## src/rtl/switch_clock_ctrl.sv

```systemverilog
`default_nettype none
// ============================================================================
//  Module      : switch_clock_ctrl
//  Description : Runtime-configurable sequencer for the complementary switch
//                clocks Fsw / Fsw_bar. Half-period and dead-time arrive
//                through a valid/ready slot and take effect on period
//                boundaries. Stopping always completes the running period.
//  Revision    : 1.0 - initial release
// ============================================================================
module switch_clock_ctrl #(
    parameter int HALF_W   = 6,
    parameter int DEAD_W   = 3,
    parameter int DEF_HALF = 50,
    parameter int DEF_DEAD = 5
) (
    input  logic              clk,
    input  logic              reset,
    input  logic              en,
    input  logic              cfg_valid,
    output logic              cfg_ready,
    input  logic [HALF_W-1:0] cfg_half,
    input  logic [DEAD_W-1:0] cfg_dead,
    output logic              Fsw,
    output logic              Fsw_bar,
    output logic              busy,
    output logic              period_tick,
    output logic              cfg_err
);

    typedef enum logic [2:0] {
        S_IDLE  = 3'd0,
        S_DEAD1 = 3'd1,
        S_PHA   = 3'd2,
        S_DEAD2 = 3'd3,
        S_PHB   = 3'd4
    } state_t;

    localparam logic [HALF_W-1:0] ONE = HALF_W'(1);

    state_t            state, state_nxt;
    logic [HALF_W-1:0] cnt, cnt_nxt;

    // Active configuration drives the running period; pending is the slot.
    logic [HALF_W-1:0] act_half;
    logic [DEAD_W-1:0] act_dead;
    logic [HALF_W-1:0] pend_half;
    logic [DEAD_W-1:0] pend_dead;
    logic              pend_full;

    logic              xfer;
    logic              cfg_ok;
    logic              expire;
    logic              start;
    logic              apply;
    logic [HALF_W-1:0] eff_half;
    logic [HALF_W-1:0] eff_dead;
    logic [HALF_W-1:0] act_dead_ext;

    assign cfg_ready    = ~pend_full;
    assign xfer         = cfg_valid & ~pend_full;
    assign act_dead_ext = {{(HALF_W-DEAD_W){1'b0}}, act_dead};
    // H >= 2 and D < H keeps every phase duration at least one cycle.
    assign cfg_ok       = (cfg_half >= HALF_W'(2)) &&
                          ({{(HALF_W-DEAD_W){1'b0}}, cfg_dead} < cfg_half);
    // Counter holds remaining cycles minus one; zero means last cycle.
    assign expire       = (cnt == '0);

    // Next-state, duration load and boundary decisions.
    always_comb begin
        state_nxt = state;
        cnt_nxt   = expire ? cnt : cnt - ONE;
        start     = 1'b0;
        apply     = 1'b0;
        case (state)
            S_IDLE: begin
                cnt_nxt = cnt;
                apply   = pend_full;
                start   = en;
            end
            S_DEAD1: begin
                if (expire) begin
                    state_nxt = S_PHA;
                    cnt_nxt   = act_half - act_dead_ext - ONE;
                end
            end
            S_PHA: begin
                if (expire) begin
                    if (act_dead == '0) begin
                        state_nxt = S_PHB;
                        cnt_nxt   = act_half - ONE;
                    end else begin
                        state_nxt = S_DEAD2;
                        cnt_nxt   = act_dead_ext - ONE;
                    end
                end
            end
            S_DEAD2: begin
                if (expire) begin
                    state_nxt = S_PHB;
                    cnt_nxt   = act_half - act_dead_ext - ONE;
                end
            end
            S_PHB: begin
                if (expire) begin
                    if (en) begin
                        apply = pend_full;
                        start = 1'b1;
                    end else begin
                        state_nxt = S_IDLE;
                    end
                end
            end
            default: state_nxt = S_IDLE;
        endcase
        // A new period uses the config that becomes active on this edge.
        eff_half = apply ? pend_half : act_half;
        eff_dead = apply ? {{(HALF_W-DEAD_W){1'b0}}, pend_dead} : act_dead_ext;
        if (start) begin
            if (eff_dead == '0) begin
                state_nxt = S_PHA;
                cnt_nxt   = eff_half - ONE;
            end else begin
                state_nxt = S_DEAD1;
                cnt_nxt   = eff_dead - ONE;
            end
        end
    end

    // State and duration counter register.
    always_ff @(posedge clk or posedge reset) begin
        if (reset) begin
            state <= S_IDLE;
            cnt   <= '0;
        end else begin
            state <= state_nxt;
            cnt   <= cnt_nxt;
        end
    end

    // Registered outputs decoded from next state, so they are glitch-free.
    always_ff @(posedge clk or posedge reset) begin
        if (reset) begin
            Fsw         <= 1'b0;
            Fsw_bar     <= 1'b0;
            busy        <= 1'b0;
            period_tick <= 1'b0;
            cfg_err     <= 1'b0;
        end else begin
            Fsw         <= (state_nxt == S_PHA);
            Fsw_bar     <= (state_nxt == S_PHB);
            busy        <= (state_nxt != S_IDLE);
            period_tick <= start;
            cfg_err     <= xfer & ~cfg_ok;
        end
    end

    // Config slot fill and promotion to active. Fill and promotion never
    // coincide: filling needs an empty slot, promotion a full one.
    always_ff @(posedge clk or posedge reset) begin
        if (reset) begin
            act_half  <= HALF_W'(DEF_HALF);
            act_dead  <= DEAD_W'(DEF_DEAD);
            pend_half <= '0;
            pend_dead <= '0;
            pend_full <= 1'b0;
        end else begin
            if (apply) begin
                act_half  <= pend_half;
                act_dead  <= pend_dead;
                pend_full <= 1'b0;
            end
            if (xfer && cfg_ok) begin
                pend_half <= cfg_half;
                pend_dead <= cfg_dead;
                pend_full <= 1'b1;
            end
        end
    end

endmodule
`default_nettype wire
```

## config.mk

```make
export PLATFORM = sky130hd
export DESIGN_NAME = switch_clock_ctrl
export DESIGN_NICKNAME = d
export VERILOG_FILES = /design/src/rtl/switch_clock_ctrl.sv
export SDC_FILE = /design/constraint.sdc
export NUM_CORES = 1
export LEC_CHECK = 0
export CELL_PAD_IN_SITES_DETAIL_PLACEMENT = 0
export CELL_PAD_IN_SITES_GLOBAL_PLACEMENT = 2
export CORE_UTILIZATION = 33
export CTS_CLUSTER_SIZE = 16
export DETAILED_ROUTE_END_ITERATION = 8
export PLACE_DENSITY_LB_ADDON = 0.1
export SLEW_MARGIN = 20
export SYNTH_ARGS = -nofsm -noshare
export SYNTH_HDL_FRONTEND = slang
export SYNTH_SLANG_ARGS = --single-unit
```

## constraint.sdc

```tcl
create_clock -name clk -period 3.1 [get_ports clk]
set_input_delay 0.465 -clock clk [delete_from_list [all_inputs] [get_ports clk]]
set_output_delay 0.465 -clock clk [all_outputs]
set_load 0.01 [all_outputs]
```

==> run_results.csv, run 1 <==
group,metric,value,unit
status,status,"complete, no violations",
worst_setup_path,start_kind,"primary input",
global_route,antenna_found_initial,0,
yosys,yosysWarnings,0,
yosys,synth_top_area_cell,"dfrtp_1",
sta,fin_crit,2880,ps
yosys,ys_top_cells_by_area,"dfrtp_1, ha_1, mux2_2, dfstp_2, xor2_1",
power,peakVddDrop,0.000230,V
worst_setup_path,arrival,3070,ps
yosys,yosys_most_used_dff,"dfrtp_1",
yosys,ys_async_sr_fraction,100,%
sta,final.setup_skew,5.78,ps
floorplanning,pin_count,19,
worst_setup_path,worstSetupPathType,"primary input to register",
clocking,htree_levels,2,
drt,drt_iter0_drc,115,
sta,slew_headroom,55.0,%
worst_setup_path,worstPathRequired,3290,ps
finish,multiInputGateArea,0.00130,sq mm
clocking,path_clk_slew,70,ps
clocking,cts_root_buf,"clkbuf_8",
drt,via_per_inst,5.13,
sta,worst_slew_pin_slew,670,ps
drt,top_layer_used,"met4",
placed_design,port_buffers,18,
global_route,grt_use_total,17.7,%
sta,final_max_slew_viol_count,0,
clocking,cts_tree,"built",
finish,fillerInstances,647,
sta,fmax,347,MHz
floorplanning,die-area,0.00721,sq mm
global_route,grt_pass1_vias,1881,
yosys,synthesis.area,0.00227,sq mm
drt,met2_length,2480,um
finish,drive_above_1_share,22.4,%
floorplanning,core_area,0.00649,sq mm
power,powerDensity,411,mW/mm^2
sta,setup-violations-final,0,
drt,firstDrtPassIters,4,
sta,timing.hold.ws,513,ps
floorplanning,start_util,34.9,%
yosys,syn_nets,264,
yosys,ys_types,53,
finish,antenna_cells,0,
worst_setup_path,crit_start,"en",
sta,hold_violations,0,
floorplanning,rows,29,
clocking,cts_buffers,5,
yosys,netlist_instances,238,
placed_design,dp_hpwl,4490,um
drt,vias,1817,
drt,routed_wl,5680,um
drt,routedWlPerCell,16.1,um
drt,ant_nets,0,
finish,regArea,832,sq um
drt,dr_wl_met3,133,um
yosys,ys_seq_area_share,36.7,%
power,finalPower,0.00115,W
sta,rsz0062_at_grt,"no",
clocking,clock_path_buffers,2,
worst_setup_path,rrSetupSlack,220,ps
yosys,syn_avg_cell_area,9.53,sq um
worst_setup_path,endpoint_kind,"register",
drt,drc,0,
hold_path,hold_path.class,"primary input to asynchronous set/reset pin",
finish,syn_to_final_growth,23.3,%
flow_run,cap_violations,0,
power,power.leakage,1.30,nW
worst_setup_path,timing.rr.start,"cnt[0]",
global_route,grt_max_degree,18,
drt,met1_length,3010,um
yosys,ys_ff_latch,33,
global_route,grt_pass1_wl,9830,um
clocking,cts.sinks,33,
worst_setup_path,worstPathMaxFanout,4,
floorplanning,die_w,84.9,um
clocking,clk_latency,290,ps
global_route,gr-total-overflow,0,
placed_design,gp_congestion,0.831,
yosys,synth_top_area_share,30.9,%
floorplanning,die_h,84.9,um
yosys,synth_edf_count,0,
finish,nets,302,
sta,period_share,93.0,%
==> where the power goes <==
| group | total, W | switching [W] | leakage [nW] | internal (W) |
|---|---|---|---|---|
| clock network | 0.000424 | 0.000162 | 0.0585 | 0.000262 |
| logic | 0.000165 | 0.0000654 | 0.829 | 0.0000993 |
| registers | 0.000560 | 0.0000679 | 0.409 | 0.000492 |
==> cell families after synthesis <==
logic type,count (synthesis),synth area share (%)
AOI/OAI and AO/OA,53,16.2
xor gates and xnor gates,14,5.41
adders and majority gates,13,7.51
buffers and inverters,31,6.29
DFF,33,36.7
muxes,21,10.5
and+or+nand+nor,73,17.4
==> cells in the mapped netlist (4+ instances only) <==
cell type and n:
dfrtp_1 28, nor2_1 20, inv_1 19, nand2_1 14
mux2_2 13, a21oi_1 12, ha_1 12, o21ai_0 10
xor2_1 9, mux2i_1 7, nor3_1 7, clkbuf_1 6
nor2b_1 6, dfstp_2 5, xnor2_1 5, a31oi_1 4
nand2b_1 4, nor3b_1 4, nor4_1 4
==> path summary, 6_finish.rpt <==
kind / depth (start not counted) / endpoint
max: 12 / cnt[5]
min: 2 / act_half[0]
max reg2reg: 13 / cnt[5]
min reg2reg: 1 / pend_dead[1]
max in group asynchronous: 3 / act_half[4]
min in group clk: 1 / pend_dead[1]
==> worst max-delay path: stages <==
cell	delay [ps]
clkdlybuf4s50_1	500
or4b_4	490
o21ai_4	200
nand2_4	90
mux2i_1	160
ha_1	210
ha_2	210
buf_4	140
o21ai_0	170
buf_4	150
a21oi_1	40
a311oi_1	260
==> what timing repair did <==
action / in CTS / in global routing
hold endpoints to repair: 0 / 0
setup endpoints to repair: 0 / 2
setup buffers: 0 / 1
hold buffers: 0 / 0
gates resized for setup: 0 / 2
==> state kept, by name, summed over array words and instances, names as in the netlist, 3 cells and up <==
| name | cells |
|---|---|
| pend_dead | 3 |
| act_dead | 3 |
| cnt | 6 |
| state | 3 |
| act_half | 6 |
| pend_half | 6 |
==> routing by layer <==
layer	up-vias	GRT usage [%]
met5	-	0
li1	925	-
met1	866	26.3
met4	0	4.16
met2	20	26.8
met3	6	3.21
==> through the flow <==
step / cell area (sq um) / utilization (%) / worst slack, ps / std cells / setup TNS [ps]
finish: 2800 / 43.0 / 217 / 354 / 0
global route: 2800 / 43.0 / 34.8 / 354 / 0
floorplan: 2270 / - / 137 / 238 / 0
global placement: 2670 / 41.0 / -140 / 345 / -356
detailed placement: 2670 / 41.0 / -118 / 345 / -387
CTS: 2780 / 42.8 / 166 / 353 / 0
==> layout make-up <==
class | count | share of cell area [%]
clock inverters | 1 | 1.07
inverters | 19 | 2.55
well taps | 77 | 3.45
flip-flops and latches | 33 | 29.8
clock buffers | 7 | 3.09
multi-input cells | 174 | 46.5
repair buffers | 43 | 13.6
==> cells in the final DEF, fill, tap and decap left out, types with 4 or more instances in the layout <==
cell type        instances
clkbuf_8                 6
clkdlybuf4s50_1         18
buf_4                   24
ha_1                    11
mux2i_1                  7
mux2_2                  13
a21oi_1                 12
nand2_1                 14
nor3_1                   7
dfrtp_1                 28
xnor2_1                  5
xor2_1                   9
inv_1                   19
nor3b_1                  4
nor4_1                   4
o21ai_0                 10
nor2b_1                  6
nor2_1                  20
nand2b_1                 4
dfstp_2                  5
a31oi_1                  4
Power figures use the tool's default switching activity.
==> inputs of run 2 (changes only) <==
--- a/config.mk
+++ b/config.mk
@@ -7,6 +7,7 @@
 export LEC_CHECK = 0
 export CELL_PAD_IN_SITES_DETAIL_PLACEMENT = 0
 export CELL_PAD_IN_SITES_GLOBAL_PLACEMENT = 2
+export CORE_ASPECT_RATIO = 0.8
 export CORE_UTILIZATION = 33
 export CTS_CLUSTER_SIZE = 16
 export DETAILED_ROUTE_END_ITERATION = 8
==> run 2 against run 1 <==
Sequential share of layout area up 0.42 points. Via count down 0.44%. First-iteration DRC count down 40%. Non-clock buffer count down 2. Clock-buffer cell count unchanged. Core utilization down 0.67 points. Largest cell class unchanged. Fmax down 2.0%. Global-route usage up 0.96 points. Die area about the same. Sequential power about the same. Largest power group unchanged.
==> run_results.csv, run 2 (synthesis gave the netlist of run 1 again) <==
group,metric,value,unit
global_route,gr-total-overflow,0,
finish,final_common_cell,"dfrtp_1",
drt,top_layer_used,"met4",
worst_setup_path,cpPeakStageDelay,500,ps
worst_setup_path,r2r_cells,12,
drt,drc,0,
clocking,path_clk_slew,80,ps
drt,via_per_inst,5.04,
clocking,post_cts_resized,0,
hold_path,hold_path.class,"primary input to asynchronous set/reset pin",
sta,fin_crit,2940,ps
clocking,cts.sinks,33,
drt,routed_wl,6000,um
worst_setup_path,cp_cell_sequence,"inv_1 > ha_1 > or4b_4 > o21ai_4 > nand2_4 > mux2i_1 > ha_1 > ha_1 > inv_1 > nand2_1 > o21ai_0 > or3_1",
worst_setup_path,arrival,3110,ps
sta,hold_violations,0,
worst_setup_path,endpoint_kind,"register",
sta,final.setup_skew,6.26,ps
sta,worst_slew_pin_slew,686,ps
power,p_comb_share,15.5,%
finish,antenna_cells,0,
drt,ant_nets,0,
power,p_sw_share,28.1,%
status,status,"complete, no violations",
power,pwr-share-clk,32.5,%
clocking,cts_buffers,5,
worst_setup_path,critPathTopFamily,"simple AND/OR/NAND/NOR gates",
clocking,htree_levels,2,
power,p_int,0.000771,W
floorplanning,rows,26,
worst_setup_path,cp_num_buf_inv,2,
power,p_switching,0.000302,W
global_route,grt_pass1_vias,1862,
clocking,clk_latency,280,ps
finish,drive_above_1_share,21.8,%
sta,rsz0062_at_grt,"yes",
finish,syn_to_final_growth,21.6,%
clocking,clock_path_buffers,2,
placed_design,dp_cells,351,
worst_setup_path,worstPathRequired,3270,ps
worst_setup_path,worstPathMaxFanout,6,
sta,fmax,340,MHz
global_route,grt_use_total,18.7,%
floorplanning,core_area,0.00651,sq mm
finish,fillerInstances,702,
clocking,cts_hold_buf,0,
sta,final_max_slew_viol_count,0,
placed_design,dp_hpwl,4640,um
drt,drt_iter0_drc,69,
worst_setup_path,crit_cells,12,
finish,fin_util,42.4,%
clocking,cts_root_buf,"clkbuf_8",
global_route,antenna_found_initial,0,
finish,nets,300,
floorplanning,die-area,0.00721,sq mm
global_route,grt_pass1_wl,10200,um
placed_design,port_buffers,18,
worst_setup_path,worstSetupPathType,"register to register",
sta,slew_headroom,54.3,%
power,power_frac_seq,52.0,%
drt,routedWlPerCell,16.7,um
flow_run,cap_violations,0,
clocking,cts_tree,"built",
drt,vias,1809,
drt,dr_wl_met3,139,um
drt,met1_length,3440,um
drt,met2_length,2390,um
floorplanning,die_h,76.1,um
floorplanning,die_w,94.7,um
global_route,grt_max_degree,23,
floorplanning,pin_count,19,
power,powerDensity,389,mW/mm^2
worst_setup_path,crit_path_top_delay_cell,"or4b_4",
finish,final_cell_mix,"dfrtp_1, buf_4, nor2_1",
worst_setup_path,start_kind,"register",
drt,firstDrtPassIters,4,
finish,fin_cells,359,
worst_setup_path,rrSetupSlack,160,ps
placed_design,gp_congestion,0.803,
sta,timing.hold.ws,556,ps
clocking,cts_setup_buffers,0,
finish,top_regs,"act_half (6), cnt (6), pend_half (6)",
worst_setup_path,cp_common_cell,"ha_1",
power,power.leakage,1.27,nW
sta,period_share,94.9,%
sta,setup-violations-final,0,
power,peakVddDrop,0.000244,V
floorplanning,start_util,34.8,%
-- run 2: cell types whose count changed in the layout (fill, tap and decap cells not counted), sizes merged --
cell / change
buf: -2
clkinvlp: +1
bufinv: -1
-- run 2: power by group through the flow --
stage	clock, W	combinational [W]	sequential [W]
2_1_floorplan	0	0.000119	0.000544
3_3_place_gp	0	0.000168	0.000566
3_5_place_dp	0	0.000165	0.000567
4_1_cts	0.000366	0.000167	0.000560
5_1_grt	0.000388	0.000185	0.000570
6_report	0.000349	0.000166	0.000558
-- run 2: final timing paths --
kind | startpoint | to
min | reset | cnt[1]
min in group clk | pend_half[1] | pend_half[1]
max reg2reg | cnt[0] | busy
max in group asynchronous | reset | act_dead[0]
max | cnt[0] | busy
min reg2reg | pend_half[1] | pend_half[1]
-- run 2: area by class of cell --
| class | count | area (sq um) | area share (%) |
|---|---|---|---|
| multi-input combinational | 174 | 1300 | 47.2 |
| sequential | 33 | 832 | 30.2 |
| timing repair buffer | 41 | 353 | 12.8 |
| tap | 84 | 105 | 3.81 |
| clock buffer | 7 | 86.3 | 3.13 |
| inverter | 19 | 71.3 | 2.59 |
| clock inverter | 1 | 7.51 | 0.272 |
-- run 2: worst reg2reg max path: stages, from the launching register on --
cell,delay (ps)
dfrtp_1,420
inv_1,110
ha_1,160
or4b_4,500
o21ai_4,210
nand2_4,120
mux2i_1,230
ha_1,190
ha_1,240
inv_1,130
nand2_1,70
o21ai_0,100
or3_1,350
-- run 2: routing by layer --
| layer | vias up | global-route usage, % |
|---|---|---|
| li1 | 921 | - |
| met1 | 871 | 30.7 |
| met2 | 15 | 24.6 |
| met3 | 2 | 3.89 |
| met4 | 0 | 3.18 |
| met5 | - | 0 |
-- run 2: through the flow --
step                      cell area, sq um  setup TNS [ps]  worst slack [ps]  total power (W)
final                                 2760               0               158          0.00107
after global routing                  2760            -145             -67.3          0.00114
after CTS                             2750               0               169          0.00109
after detailed placement              2650            -522              -132         0.000732
after global placement                2650            -460              -127         0.000734
after floorplan                       2270               0               137         0.000663
==> inputs of run 3 (changes only) <==
==> constraint.sdc (replaced) <==
create_clock -name clk -period 3.1 [get_ports clk]
set_input_delay 0.465 -clock clk [delete_from_list [all_inputs] [get_ports clk]]
set_output_delay 0.465 -clock clk [all_outputs]
set_load 0.1 [all_outputs]
==> run 3 against run 2 <==
Clock skew decreased by 0.61 ps. Clock-buffer cell count decreased by 1. Final cell count rose by 0.28%. Hold slack lost 71 ps. Design area increased by 0.41%. Critical path depth stayed put. Fmax grew 0.78%. Critical endpoint is now cnt[1]. Largest power group unchanged. Highest routed layer unchanged.
==> run_results.csv, run 3 (synthesis gave the netlist of run 1 again) <==
group,metric,value,unit
floorplanning,die_h,76.1,um
worst_setup_path,cpPeakStageDelay,500,ps
placed_design,gp_congestion,0.795,
drt,vias,1887,
worst_setup_path,crit_path_top_delay_cell,"or4b_4",
finish,syn_to_final_growth,22.1,%
sta,slew_headroom,55.5,%
drt,firstDrtPassIters,4,
floorplanning,pin_count,19,
worst_setup_path,r2r_cells,12,
worst_setup_path,reg2reg_to,"cnt[1]",
floorplanning,die-area,0.00721,sq mm
sta,hold_violations,0,
finish,fillerInstances,644,
drt,via_per_inst,5.24,
status,status,"complete, no violations",
hold_path,hold_path.class,"primary input to asynchronous set/reset pin",
placed_design,place_ws,-113,ps
sta,final_max_slew_viol_count,0,
power,peakVddDrop,0.000252,V
floorplanning,die_w,94.7,um
floorplanning,start_util,34.8,%
clocking,clk_latency,290,ps
worst_setup_path,crit_start,"cnt[0]",
worst_setup_path,cp_cell_sequence,"inv_1 > ha_1 > or4b_4 > o21ai_4 > nand2_4 > mux2i_2 > ha_1 > ha_2 > mux2_2 > nand2_1 > a41oi_1 > a21oi_1",
drt,drc,0,
global_route,grt.busiest_layer,"met1",
sta,period_share,94.2,%
power,powerDensity,392,mW/mm^2
global_route,grt_pass1_vias,1862,
clocking,clock_path_buffers,2,
worst_setup_path,timing.rr.start,"cnt[0]",
drt,routedWlPerCell,16.4,um
finish,antenna_cells,0,
global_route,antenna_found_initial,0,
worst_setup_path,start_kind,"register",
placed_design,dp_hpwl,4630,um
global_route,gr-total-overflow,0,
worst_setup_path,cp_common_cell,"ha_1",
placed_design,dp_cells,351,
clocking,cts_buffers,5,
sta,worst_slew_pin_slew,661,ps
sta,fin_crit,2920,ps
flow_run,cap_violations,0,
worst_setup_path,critical_path.endpoint,"cnt[1]",
clocking,cts_hold_buf,0,
drt,ant_nets,0,
finish,regArea,832,sq um
floorplanning,core_area,0.00651,sq mm
finish,final_common_cell,"buf_4",
worst_setup_path,worstPathRequired,3310,ps
floorplanning,rows,26,
sta,final.setup_skew,5.65,ps
global_route,grt_max_degree,25,
clocking,htree_levels,2,
power,power.leakage,1.28,nW
global_route,grt_use_total,18.2,%
finish,top_regs,"act_half (6), cnt (6), pend_half (6)",
clocking,cts_tree,"built",
clocking,cts.sinks,33,
finish,nets,301,
drt,drt_iter0_drc,180,
sta,fin_ws,181,ps
worst_setup_path,worstSetupPathType,"register to register",
finish,fin_cells,360,
sta,setup-violations-final,0,
drt,routed_wl,5890,um
global_route,grt_use_met3,3.29,%
finish,drive_above_1_share,25.4,%
finish,multiInputGateArea,0.00132,sq mm
sta,fmax,343,MHz
worst_setup_path,endpoint_kind,"register",
global_route,grt.met1_usage,29.2,%
global_route,grt_pass1_wl,9890,um
finish,fin_util,42.5,%
clocking,cts_root_buf,"clkbuf_8",
worst_setup_path,worstPathMaxFanout,6,
placed_design,port_buffers,18,
worst_setup_path,arrival,3130,ps
finish,final_cell_mix,"buf_4, dfrtp_1, nor2_1",
worst_setup_path,rrSetupSlack,180,ps
clocking,path_clk_slew,70,ps
global_route,grt_use_met2,23.9,%
-- run 3: changes by cell type in the layout (fill, tap and decap cells not counted), sizes merged --
cell / previous run / this run
clkinvlp: 1 / 0
clkdlybuf4s50: 18 / 12
buf: 23 / 30
clkbuf: 7 / 6
clkinv: 0 / 2
-- run 3: layout make-up --
class                           instances  share of cell area [%]
Sequential cell                        33                    30.1
Clock inverter                          2                   0.497
Multi-Input combinational cell        174                    47.6
Inverter                               19                    2.58
Timing Repair Buffer                   42                    12.5
Clock buffer                            6                    2.98
Tap cell                               84                    3.80
-- run 3: stage by stage --
step / hold WS [ps] / power, W / instance area (sq um) / setup TNS (ps)
after global routing: 527 / 0.00115 / 2770 / -7.61
after floorplan: 497 / 0.000675 / 2270 / 0
final: 485 / 0.00109 / 2770 / 0
after CTS: 490 / 0.00110 / 2740 / 0
after global placement: 534 / 0.000745 / 2640 / -437
after detailed placement: 542 / 0.000744 / 2640 / -442
-- run 3: repair_timing --
action / CTS / global route
setup buffers: 0 / 1
gates resized for setup: 0 / 6
hold endpoints to repair: 0 / 0
setup endpoints to repair: 0 / 5
-- run 3: per-layer routing --
| layer | share of wire (%) | vias to the layer above |
|---|---|---|
| li1 | - | 929 |
| met1 | 54 | 916 |
| met2 | 40 | 38 |
| met3 | 5.1 | 4 |
| met4 | 0.95 | 0 |
| met5 | 0 | - |
-- run 3: where the power goes --
part           total [W]  internal (W)  switching, W  leakage [nW]
registers       0.000561      0.000492     0.0000690         0.409
logic           0.000179     0.0000988     0.0000802         0.816
clock network   0.000346      0.000180      0.000166        0.0512
total            0.00109      0.000770      0.000315          1.28
-- run 3: worst min-delay path by stage --
stage                       from           end  slack, ps
detailed placement  pend_dead[2]  pend_dead[2]        540
global placement    pend_dead[2]  pend_dead[2]        530
CTS                        reset   act_half[3]        490
finish                     reset   act_half[3]        480
global route               reset   act_half[3]        530
floorplan           pend_dead[1]   act_dead[1]        500
-- run 3: worst max-delay path: cells and delay by family (launching register included) --
family	cells	cell delay [ps]
flip-flops	1	410
multiplexers	2	590
adder cells (fa/ha/maj)	3	560
buffers and inverters	1	110
AO/OA/AOI/OAI	3	480
AND/OR/NAND/NOR	3	700
